## config.mk

```make
export PLATFORM = sky130hd
export DESIGN_NAME = vga_timing_gen
export DESIGN_NICKNAME = d
export VERILOG_FILES = /design/src/rtl/vga_timing_gen.sv
export SDC_FILE = /design/constraint.sdc
export NUM_CORES = 1
export LEC_CHECK = 0
export BUFFER_PORTS_ARGS = -buffer_cell sky130_fd_sc_hd__buf_2
export CAP_MARGIN = 0
export CORE_UTILIZATION = 55
export CTS_CLUSTER_DIAMETER = 40
export DETAILED_ROUTE_END_ITERATION = 16
export HOLD_SLACK_MARGIN = 0.05
export PLACE_DENSITY = 0.77
export SYNTH_ARGS = -nofsm -noshare
export SYNTH_HDL_FRONTEND = slang
export SYNTH_SLANG_ARGS = --single-unit
```

## constraint.sdc

```tcl
create_clock -name clk -period 3.9 [get_ports clk]
set_input_delay 0.585 -clock clk [delete_from_list [all_inputs] [get_ports clk]]
set_output_delay 0.585 -clock clk [all_outputs]
set_load 0.01 [all_outputs]
```

## src/rtl/vga_timing_gen.sv

```systemverilog
`timescale 1ns/1ps
// vga_timing_gen: parametrised raster timing generator.
// Divides clk down to a pixel strobe, scans h/v counters, and drives registered
// sync / display-enable / coordinate outputs plus line/frame start pulses.
// Stopping only happens on a frame boundary, so a partial frame is never emitted.
module vga_timing_gen #(
  parameter int H_ACTIVE = 640,
  parameter int H_FP     = 16,
  parameter int H_SYNC   = 96,
  parameter int H_BP     = 48,
  parameter int V_ACTIVE = 480,
  parameter int V_FP     = 10,
  parameter int V_SYNC   = 2,
  parameter int V_BP     = 29,
  parameter int HS_POL   = 0,
  parameter int VS_POL   = 0,
  parameter int CLK_DIV  = 4,
  parameter int CW       = 12
) (
  input  logic          clk,
  input  logic          rst,
  input  logic          en,
  output logic          pix_ce,
  output logic          hsync,
  output logic          vsync,
  output logic          de,
  output logic [CW-1:0] col,
  output logic [CW-1:0] row,
  output logic          line_start,
  output logic          frame_start,
  output logic          busy
);

  // state   | meaning
  // S_IDLE  | counters parked at (0,0), outputs at reset values, waiting for en
  // S_RUN   | normal scan, en high
  // S_DRAIN | en dropped; finish the current frame, then stop unless en returns

  localparam int H_TOTAL  = H_ACTIVE + H_FP + H_SYNC + H_BP;
  localparam int V_TOTAL  = V_ACTIVE + V_FP + V_SYNC + V_BP;
  localparam int HS_START = H_ACTIVE + H_FP;
  localparam int HS_STOP  = HS_START + H_SYNC;
  localparam int VS_START = V_ACTIVE + V_FP;
  localparam int VS_STOP  = VS_START + V_SYNC;
  localparam int DW       = (CLK_DIV > 1) ? $clog2(CLK_DIV) : 1;
  localparam logic [DW-1:0] DIV_LAST = DW'(CLK_DIV - 1);
  localparam logic HS_ACT = (HS_POL != 0);
  localparam logic VS_ACT = (VS_POL != 0);

  typedef enum logic [1:0] {
    S_IDLE  = 2'd0,
    S_RUN   = 2'd1,
    S_DRAIN = 2'd2
  } state_t;

  state_t        state_q;
  logic [DW-1:0] div_q, div_d;
  logic          pix_ce_q;
  logic [CW-1:0] h_q, v_q, h_d, v_d;
  logic          h_wrap, v_wrap, frame_end;
  logic [CW-1:0] tgt_h, tgt_v;
  logic          dec_hs, dec_vs, dec_de;
  logic [CW-1:0] dec_col, dec_row;
  logic          hsync_q, vsync_q, de_q, line_start_q, frame_start_q, busy_q;
  logic [CW-1:0] col_q, row_q;

  // Next divider count; wraps at CLK_DIV-1
  always_comb begin
    div_d = (div_q == DIV_LAST) ? '0 : div_q + DW'(1);
  end

  // Free-running divider; pix_ce is registered so it is high while div_q==CLK_DIV-1
  always_ff @(posedge clk or posedge rst) begin
    if (rst) begin
      div_q    <= '0;
      pix_ce_q <= 1'b0;
    end else begin
      div_q    <= div_d;
      pix_ce_q <= (div_d == DIV_LAST);
    end
  end

  // Raster counter increments and the coordinate the outputs will describe next
  always_comb begin
    h_wrap    = (h_q == CW'(H_TOTAL - 1));
    v_wrap    = (v_q == CW'(V_TOTAL - 1));
    frame_end = h_wrap && v_wrap;
    h_d       = h_wrap ? '0 : h_q + CW'(1);
    v_d       = v_q;
    if (h_wrap) begin
      v_d = v_wrap ? '0 : v_q + CW'(1);
    end
    // Leaving IDLE shows pixel (0,0) without advancing the parked counters
    tgt_h = (state_q == S_IDLE) ? '0 : h_d;
    tgt_v = (state_q == S_IDLE) ? '0 : v_d;
  end

  // Sync / enable / coordinate decode of the target pixel
  always_comb begin
    dec_hs  = (tgt_h >= CW'(HS_START) && tgt_h < CW'(HS_STOP)) ? HS_ACT : ~HS_ACT;
    dec_vs  = (tgt_v >= CW'(VS_START) && tgt_v < CW'(VS_STOP)) ? VS_ACT : ~VS_ACT;
    dec_de  = (tgt_h < CW'(H_ACTIVE)) && (tgt_v < CW'(V_ACTIVE));
    dec_col = (tgt_h < CW'(H_ACTIVE)) ? tgt_h : '0;
    dec_row = (tgt_v < CW'(V_ACTIVE)) ? tgt_v : '0;
  end

  // Scan FSM with counters and all registered raster outputs
  always_ff @(posedge clk or posedge rst) begin
    if (rst) begin
      state_q       <= S_IDLE;
      h_q           <= '0;
      v_q           <= '0;
      hsync_q       <= ~HS_ACT;
      vsync_q       <= ~VS_ACT;
      de_q          <= 1'b0;
      col_q         <= '0;
      row_q         <= '0;
      line_start_q  <= 1'b0;
      frame_start_q <= 1'b0;
      busy_q        <= 1'b0;
    end else begin
      line_start_q  <= 1'b0;
      frame_start_q <= 1'b0;
      if (pix_ce_q) begin
        case (state_q)
          S_IDLE: begin
            if (en) begin
              state_q       <= S_RUN;
              hsync_q       <= dec_hs;
              vsync_q       <= dec_vs;
              de_q          <= dec_de;
              col_q         <= dec_col;
              row_q         <= dec_row;
              line_start_q  <= 1'b1;
              frame_start_q <= 1'b1;
              busy_q        <= 1'b1;
            end
          end
          S_RUN, S_DRAIN: begin
            h_q <= h_d;
            v_q <= v_d;
            // en low on the last pixel of a frame: that frame is complete, stop here
            if (frame_end && !en) begin
              state_q <= S_IDLE;
              hsync_q <= ~HS_ACT;
              vsync_q <= ~VS_ACT;
              de_q    <= 1'b0;
              col_q   <= '0;
              row_q   <= '0;
              busy_q  <= 1'b0;
            end else begin
              state_q       <= en ? S_RUN : S_DRAIN;
              hsync_q       <= dec_hs;
              vsync_q       <= dec_vs;
              de_q          <= dec_de;
              col_q         <= dec_col;
              row_q         <= dec_row;
              line_start_q  <= h_wrap;
              frame_start_q <= frame_end;
              busy_q        <= 1'b1;
            end
          end
          default: state_q <= S_IDLE;
        endcase
      end
    end
  end

  assign pix_ce      = pix_ce_q;
  assign hsync       = hsync_q;
  assign vsync       = vsync_q;
  assign de          = de_q;
  assign col         = col_q;
  assign row         = row_q;
  assign line_start  = line_start_q;
  assign frame_start = frame_start_q;
  assign busy        = busy_q;

endmodule

```

Word-level counts from Yosys, hierarchy flattened
Cells that the tools add are included.
W data, S select, Z words.
{ "op_classes": {"add_sub_neg": 3, "magnitude_cmp": 6, "n_eq_ne": 7, "mux": 39, "reduce_logical": 12} }
{ "ops": {"columns": ["cell", "n"], "rows": [
  ["$mux W12", 11],
  ["$pmux W12 S2", 2],
  ["$add A12 B1 Y12 const B", 2],
  ["$eq A12 B10 Y1 const B", 2],
  ["$lt A12 B10 Y1 const B", 2],
  ["$lt A12 B9 Y1 const B", 2],
  ["$mux W1", 15],
  ["$ge A12 B10 Y1 const B", 1],
  ["$ge A12 B9 Y1 const B", 1],
  ["$pmux W1 S2", 6],
  ["$mux W2", 4],
  ["$eq A2 B2 Y1 const B", 3],
  ["$logic_and A1 B1 Y1", 5],
  ["$pmux W2 S2", 1],
  ["$reduce_and A2 Y1", 2],
  ["$reduce_and A3 Y1", 1],
  ["$add A2 B1 Y2 const B", 1],
  ["$eq A2 B1 Y1 const B", 1],
  ["$logic_not A2 Y1", 1],
  ["$ne A2 B2 Y1 const B", 1],
  ["$reduce_bool A2 Y1", 1],
  ["$reduce_or A2 Y1", 1],
  ["$logic_not A1 Y1", 1]
]} }
{ "totals": {"register_bits": 59, "elab_cells": 80} }

Logic depth before layout (Yosys ltp)
Gate-level depths: netlist of the first run.
{ "depth": {"depth_word": 9, "ltp_mapped": 9, "depth_no_buf": 9} }

Least setup slack after synthesis of the first run
OpenSTA, ideal clock, no wires.
{ "synth_path": {"path_type": "register to register", "from": "reg h_q[0]", "to": "reg de_q, in the netlist de", "arrival_time_ns": 2.152, "slack_ns": 1.627, "stages_incl_launch_ff": 9, "path_buffers": 1, "path_cell_list": "dfrtp_1 -> ha_1 -> nand4_2 -> or4_4 -> buf_6 -> o22ai_2 -> nand4_2 -> and2_1 -> a32o_1"} }
{ "synth_via": {"elab_chain_len": 7} }
{ "synth_lines": {"columns": ["item", "line_no", "rtl"], "rows": [
  ["from (decl)", "59", "logic [CW-1:0] h_q, v_q, h_d, v_d;"],
  ["from (signal assigned)", "111", "h_q <= '0;"],
  ["from (signal assigned)", "140", "h_q <= h_d;"],
  ["$add A12 B1 Y12 or $eq A12 B10 Y1 (tied branches)", "88, 85", null],
  ["$mux W12, on equally long branches", "88, 90", null],
  ["$mux W12, on equally long branches", "94, 95", null],
  ["$lt A12 B10 Y1 or $lt A12 B9 Y1 (tied branches)", "102", "dec_de = (tgt_h < CW'(H_ACTIVE)) && (tgt_v < CW'(V_ACTIVE));"],
  ["$logic_and A1 B1 Y1", "102", null],
  ["$mux W1, on equally long branches", "143, 127", null],
  ["$pmux W1 S2 (*)", "125", "case (state_q)"],
  ["to (signal assigned)", "131", "de_q <= dec_de;"],
  ["to (signal assigned)", "147", "de_q <= 1'b0;"],
  ["to (signal assigned)", "155", "de_q <= dec_de;"],
  ["to (decl)", "64", "logic hsync_q, vsync_q, de_q, line_start_q, frame_start_q, busy_q;"]
]} }
Every way passes the cells marked *; elsewhere a longest branch is shown, timed or not. The select of a mux whose other input is x is not followed.
A chain may end at the register's enable or synchronous reset.

Worst setup path after layout of the first run
{ "layout_path": {"from": "reg h_q[0]", "to": "reg col_q[5], in the netlist col[5]"} }
{ "layout_via": {"elab_chain_len": 7} }
{ "layout_lines": {"columns": ["item", "line_no", "rtl"], "rows": [
  ["$add A12 B1 Y12 or $eq A12 B10 Y1 (tied branches)", "88, 85", null],
  ["$mux W12", "88", "h_d = h_wrap ? '0 : h_q + CW'(1);"],
  ["$mux W12", "94", "tgt_h = (state_q == S_IDLE) ? '0 : h_d;"],
  ["$lt A12 B10 Y1", "103", "dec_col = (tgt_h < CW'(H_ACTIVE)) ? tgt_h : '0;"],
  ["$mux W12", "103", null],
  ["$mux W12, on equally long branches", "143, 127", null],
  ["$pmux W12 S2 (*)", "125", null],
  ["to (signal assigned)", "132", "col_q <= dec_col;"],
  ["to (signal assigned)", "156", "col_q <= dec_col;"],
  ["to (decl)", "65", "logic [CW-1:0] col_q, row_q;"]
]} }
Marks and branches as above.

==> reports/results.txt, run 1 <==
Run status = finished clean
Chip Height = 78.5 um
Final design utilization = 0.634
Top Ports = 34
Global route overflow = 0
Fin Setup TNS = 0 ns
CTS clk-pin slew, worst paths = 0.06 ns
Syn_area_per_cell = 9.44 um^2
Vias in the first global route = 2459
Nets = 376
Startpoint Class = flop
Max_slew headroom = 0.462
Seq/Total Area, Yosys = 0.459
Via count = 2671
Final Hold Violating Endpoints = 0
GRT Total Usage = 0.264
Slowest stage cell, crit path = nor4_4
Min Clock Period, post-route = 2.91 ns
Initial core utilization = 0.578
RSZ-0062 raised after global routing = no
Initial antenna violation count = 0
Fmax achieved = 0.344 GHz
Yosys warns = 0
Crit path kind = reg -> reg
Period utilisation layout = 0.746
Critical Path RT = 4.13 ns
CTS Root Cell = clkbuf_8
Synth Net Count = 351
Avg WL per Cell = 16.3 um
Measured slew at the worst slew-check pin = 0.801 ns
Antenna Cells = 0
Final non-filler cell area = 3540 um^2
Rows = 27
CP max stage delay = 0.76 ns
Ys async rst share = 1.00
Die W = 78.5 um
DR iter-0 viols = 236
Primary FF master, synth = dfrtp_1
Worst Hold Class = in -> async
Resized Gates After CTS = 0
GP Congestion = 0.937
DRC violations left = 0
FF+latch count, synth = 59
Multi-input logic area = 1570 um^2
Final Power = 1.43 mW
Inserted Clock Buffers = 9
Largest net degree at the start of global routing = 40
Pre-CTS setup slack = 1.03 ns
Clock sink count = 59
Share of the synthesized area in the top cell type = 0.443
Layout cell share with drive strength beyond 1 = 0.181
Total wire length = 7200 um
Maximum vdd drop = 0.000304 V
Worst-Skew Late Latency = 0.34 ns
Final HPWL from detailed placement = 5010 um
Clock buffer depth = 2
Final Setup Violations = 0
Synthesis-to-finish area growth = 9.79%
Routed vias/inst = 6.03
First-pass GRT wire length = 12200 um
Mapped Cells = 341
Core area = 5570 um^2
FF+latch area = 1480 um^2
Power per cell area = 404 nW/um^2
Die area = 6170 um^2
Fin cells = 443
PnR worst setup slack = 0.992 ns
Pre-antenna DRT Iters = 5
Synth cell types = 54
Crit path max fanout = 13
Final Skew = 0.0114 ns
Endpoint class of the critical path = flop
Synthesized cell area = 3220 um^2
Static leakage = 1.58 nW
Hold Buf Count CTS = 0
I/O Buffers = 33
Post-CTS Setup Inserts = 0
H-tree Lvls = 3
CTS tree = done
Post-DP Area = 3380 um^2
Fin. max-slew vios = 0
Placed cells = 427
Worst EP arrival = 3.14 ns
Largest cells by area after synthesis = dfrtp_1 (44%), nand2_1 (6.3%), xnor2_1 (4.6%), ha_1 (2.7%), nor2_1 (2.6%)
Total of max-cap violations = 0
Top cell type by total area after synthesis = dfrtp_1
Worst path cell trace = ha_1 -> nand4_2 -> nor4_4 -> o22ai_1 -> a221oi_1 -> a21o_1 -> nand2_2 -> o31ai_1
Post-route ant nets = 0
Post-synth EDFFs = 0
Final hold slack = 0.398 ns
Fillers = 494
Yosys cell counts, types with 6 or more instances:
master / count
o31ai_1: 8
ha_1: 7
nand3_1: 10
nand4_1: 8
nor4_1: 7
o21ai_0: 16
a21oi_1: 10
nor3_1: 11
xor2_1: 6
clkbuf_1: 9
xnor2_1: 17
and2_1: 8
nor2_1: 22
nand2_1: 54
a31oi_1: 8
inv_1: 14
buf_2: 7
dfrtp_1: 57
sequential cells by signal, summed over array words and instances, names as in the netlist, 2 cells and up:
register	count
col	12
div_q	2
h_q	12
row	12
state_q	2
v_q	12
cell families after synthesis:
kind of cell / count (synthesis) / share of synthesized area
AND/OR/NAND/NOR: 144 / 0.236
AO/OA/AOI/OAI: 70 / 0.153
flip-flops: 59 / 0.459
buffers and inverters: 35 / 0.0521
XOR/XNOR: 23 / 0.0625
adder cells (fa/ha/maj): 7 / 0.0272
multiplexers: 3 / 0.00971
power breakdown:
part           leakage, nW  internal [mW]  total (mW)  switching, mW
clock               0.0790          0.250       0.473          0.223
combinational        0.702         0.0922       0.237          0.145
sequential           0.796          0.666       0.717         0.0515
total                 1.58           1.01        1.43          0.419
metal layers:
layer  global-route usage  routed length, um  up-vias
met5                    0                  0        -
met4                0.119                141        0
met3               0.0581                419       12
met2                0.371               3230      107
met1                0.385               3410     1297
li1                     -                  -     1255
placed cells by master (no fill, tap or decap), drive strengths merged, types with 5 or more instances in the layout:
cell,instances
nand3,11
buf,35
and4,5
xor2,6
nor3,11
o31ai,8
nor2,22
nor4,8
o21ai,23
clkbuf,16
xnor2,17
a21oi,12
a31oi,8
nand2,55
dfrtp,57
and2,8
ha,7
inv,14
nand4,10
worst max-delay path, delay by kind of cell (launching register included):
kind | cells | cell delay [ns]
simple gates | 3 | 1.09
flops | 1 | 0.41
compound gates | 4 | 1.01
fa+ha+maj | 1 | 0.28
worst paths after layout:
path | start | to | slack [ns] | cells past startpoint
setup reg to reg | h_q[0] | col[5] | 0.99 | 8
max in group asynchronous | rst | vsync | 2.67 | 3
hold / removal | rst | col[10] | 0.40 | 2
setup / recovery | h_q[0] | col[5] | 0.99 | 8
hold reg to reg | div_q[0] | div_q[0] | 0.46 | 1
min in group clk | div_q[0] | div_q[0] | 0.46 | 1
area by class of cell:
cell class / count / share of cell area
Inverter: 14 / 0.0149
Sequential cell: 59 / 0.418
Timing Repair Buffer: 35 / 0.0510
Tap cell: 72 / 0.0255
Multi-Input combinational cell: 247 / 0.445
Clock buffer: 16 / 0.0453
Note: power is estimated with default switching activity, not from simulation.
==> run 2, diff against run 1 <==
- clock period: 3.9 -> 3.05 ns (I/O delays scaled with it)
==> run 2 against run 1 <==
Combinational power is 29% higher. Worst hold slack worse by 0.20 ns. Critical endpoint is now col[3]. Clock skew is 0.0042 ns lower. Clock power is 49% higher. Final cell count is 0.90% higher. Via count is 0.71% lower. Sequential power is 28% higher. Sequential share of layout area is 0.76 points lower. Critical path depth stayed put.
==> reports/results.txt, run 2 (synthesized netlist as in run 1, its figures left out) <==
Initial antenna violation count = 0 (unchanged)
Rows = 27 (unchanged)
Routed vias/inst = 5.93 (-1.6%)
Nets = 380 (+1.1%)
Fin Setup TNS = 0 ns (unchanged)
Via count = 2652 (-0.71%)
Max_slew headroom = 0.519 (+0.0570)
Placed cells = 431 (+0.94%)
First-pass GRT wire length = 12400 um (+1.6%)
Final Setup Violations = 0 (unchanged)
Final HPWL from detailed placement = 5080 um (+1.4%)
Worst Hold Class = in -> async
Most common cell after layout, fill and taps aside = dfrtp_1
RSZ-0062 raised after global routing = no
Resized Gates After CTS = 0 (unchanged)
Largest net degree at the start of global routing = 32 (-20%)
DRC violations left = 0 (unchanged)
Top Ports = 34 (unchanged)
CTS tree = done
GRT Total Usage = 0.266 (+0.00245)
Core area = 5570 um^2 (unchanged)
Period utilisation layout = 0.911 (+0.165)
Endpoint class of the critical path = flop
Pre-antenna DRT Iters = 5 (unchanged)
Post-route ant nets = 0 (unchanged)
Final design utilization = 0.646 (+0.0117)
Post-CTS Setup Inserts = 0 (unchanged)
DR iter-0 viols = 200 (-15%)
Static leakage = 1.61 nW (+2.1%)
Min Clock Period, post-route = 2.78 ns (-0.130 ns)
Fmax achieved = 0.360 GHz (+4.7%)
Hold Buf Count CTS = 0 (unchanged)
Clock sink count = 59 (unchanged)
GP Congestion = 0.921 (-1.7%)
Most frequent cells in the layout = dfrtp_1 (57), nand2_1 (54), buf_2 (33)
Power per cell area = 536 nW/um^2 (+33%)
CTS Root Cell = clkbuf_8
Initial core utilization = 0.578 (unchanged)
Top Family by Delay on Critical Path = compound AO/OA/AOI/OAI gates
Chip Height = 78.5 um (unchanged)
H-tree Lvls = 3 (unchanged)
Final Skew = 0.00718 ns (-0.00422 ns)
Final Hold Violating Endpoints = 0 (unchanged)
Buf/Inv on CP = 0 (unchanged)
Slowest stage cell, crit path = nor4_4
Total of max-cap violations = 0 (unchanged)
R2R Path Start = h_q[0]
Worst-Skew Late Latency = 0.34 ns (about the same)
Run status = finished clean
Antenna Cells = 0 (unchanged)
Inserted Clock Buffers = 9 (unchanged)
Avg WL per Cell = 16.4 um (+0.89%)
CTS clk-pin slew, worst paths = 0.06 ns (about the same)
Total wire length = 7330 um (+1.8%)
I/O Buffers = 33 (unchanged)
Die W = 78.5 um (unchanged)
Synthesis-to-finish area growth = 11.8%
CP max stage delay = 0.56 ns (-0.20 ns)
Global route overflow = 0 (unchanged)
Final non-filler cell area = 3600 um^2 (+1.8%)
Final Power = 1.93 mW (+35%)
Crit path max fanout = 9 (-4)
Fin cells = 447 (+0.90%)
Maximum vdd drop = 0.000382 V (+26%)
Layout cell share with drive strength beyond 1 = 0.200 (+0.0194)
Startpoint Class = flop
Post-DP Area = 3410 um^2 (+0.89%)
Beginning of the critical path = h_q[0]
Worst EP arrival = 3.01 ns (-0.13 ns)
Vias in the first global route = 2659 (+8.1%)
Measured slew at the worst slew-check pin = 0.716 ns (-0.0849 ns)
Crit path kind = reg -> reg
Clock buffer depth = 2 (unchanged)
Worst path cell trace = ha_1 -> nand4_2 -> nor4_4 -> o22ai_1 -> a221oi_1 -> a21o_1 -> nand2_2 -> o31ai_1
Die area = 6170 um^2 (unchanged)
Fin. max-slew vios = 0 (unchanged)
Critical Path RT = 3.28 ns (-0.85 ns)
==> run 2: path summary, 6_finish.rpt <==
kind,end,slack [ns],cells past startpoint
max in group asynchronous,vsync,2.05,3
worst min-delay path,row[8],0.20,2
min in group clk,frame_start,0.44,3
worst min register to register,div_q[0],0.45,1
worst max register to register,col[3],0.27,8
worst max-delay path,col[3],0.27,8
==> run 2: through the flow <==
stage | worst slack [ns] | hold slack, ns
after floorplan | 0.777 | 0.422
after global placement | 0.504 | 0.438
after detailed placement | 0.341 | 0.449
after CTS | 0.285 | 0.212
after global routing | 0.0401 | 0.248
final | 0.272 | 0.196
==> run 2: area by class of cell <==
type                    count  area (um^2)
clock buffers              12          145
clock inverters             4         50.0
fillers                   477         1970
inverters                  14         52.6
multi-input cells         247         1570
flip-flops and latches     59         1480
well taps                  72         90.1
repair buffers             39          210
==> run 2: per-layer routing <==
layer | global-route usage | routed length (um) | part of all wire
met1 | 0.368 | 3430 | 0.47
met2 | 0.390 | 3210 | 0.44
met3 | 0.0465 | 499 | 0.068
met4 | 0.156 | 186 | 0.025
met5 | 0 | 0 | 0
==> run 2: power by group <==
group	leakage [nW]	total (mW)	internal, mW	switching [mW]
clock network	0.0926	0.705	0.398	0.306
registers	0.796	0.918	0.851	0.0675
logic	0.721	0.306	0.119	0.188
==> run 2: worst reg2reg max path: stages (launching register included) <==
cell and delay, ns:
dfrtp_1 0.43, ha_1 0.29, nand4_2 0.19, nor4_4 0.56, o22ai_1 0.13, a221oi_1 0.38, a21o_1 0.23, nand2_2 0.15
o31ai_1 0.32
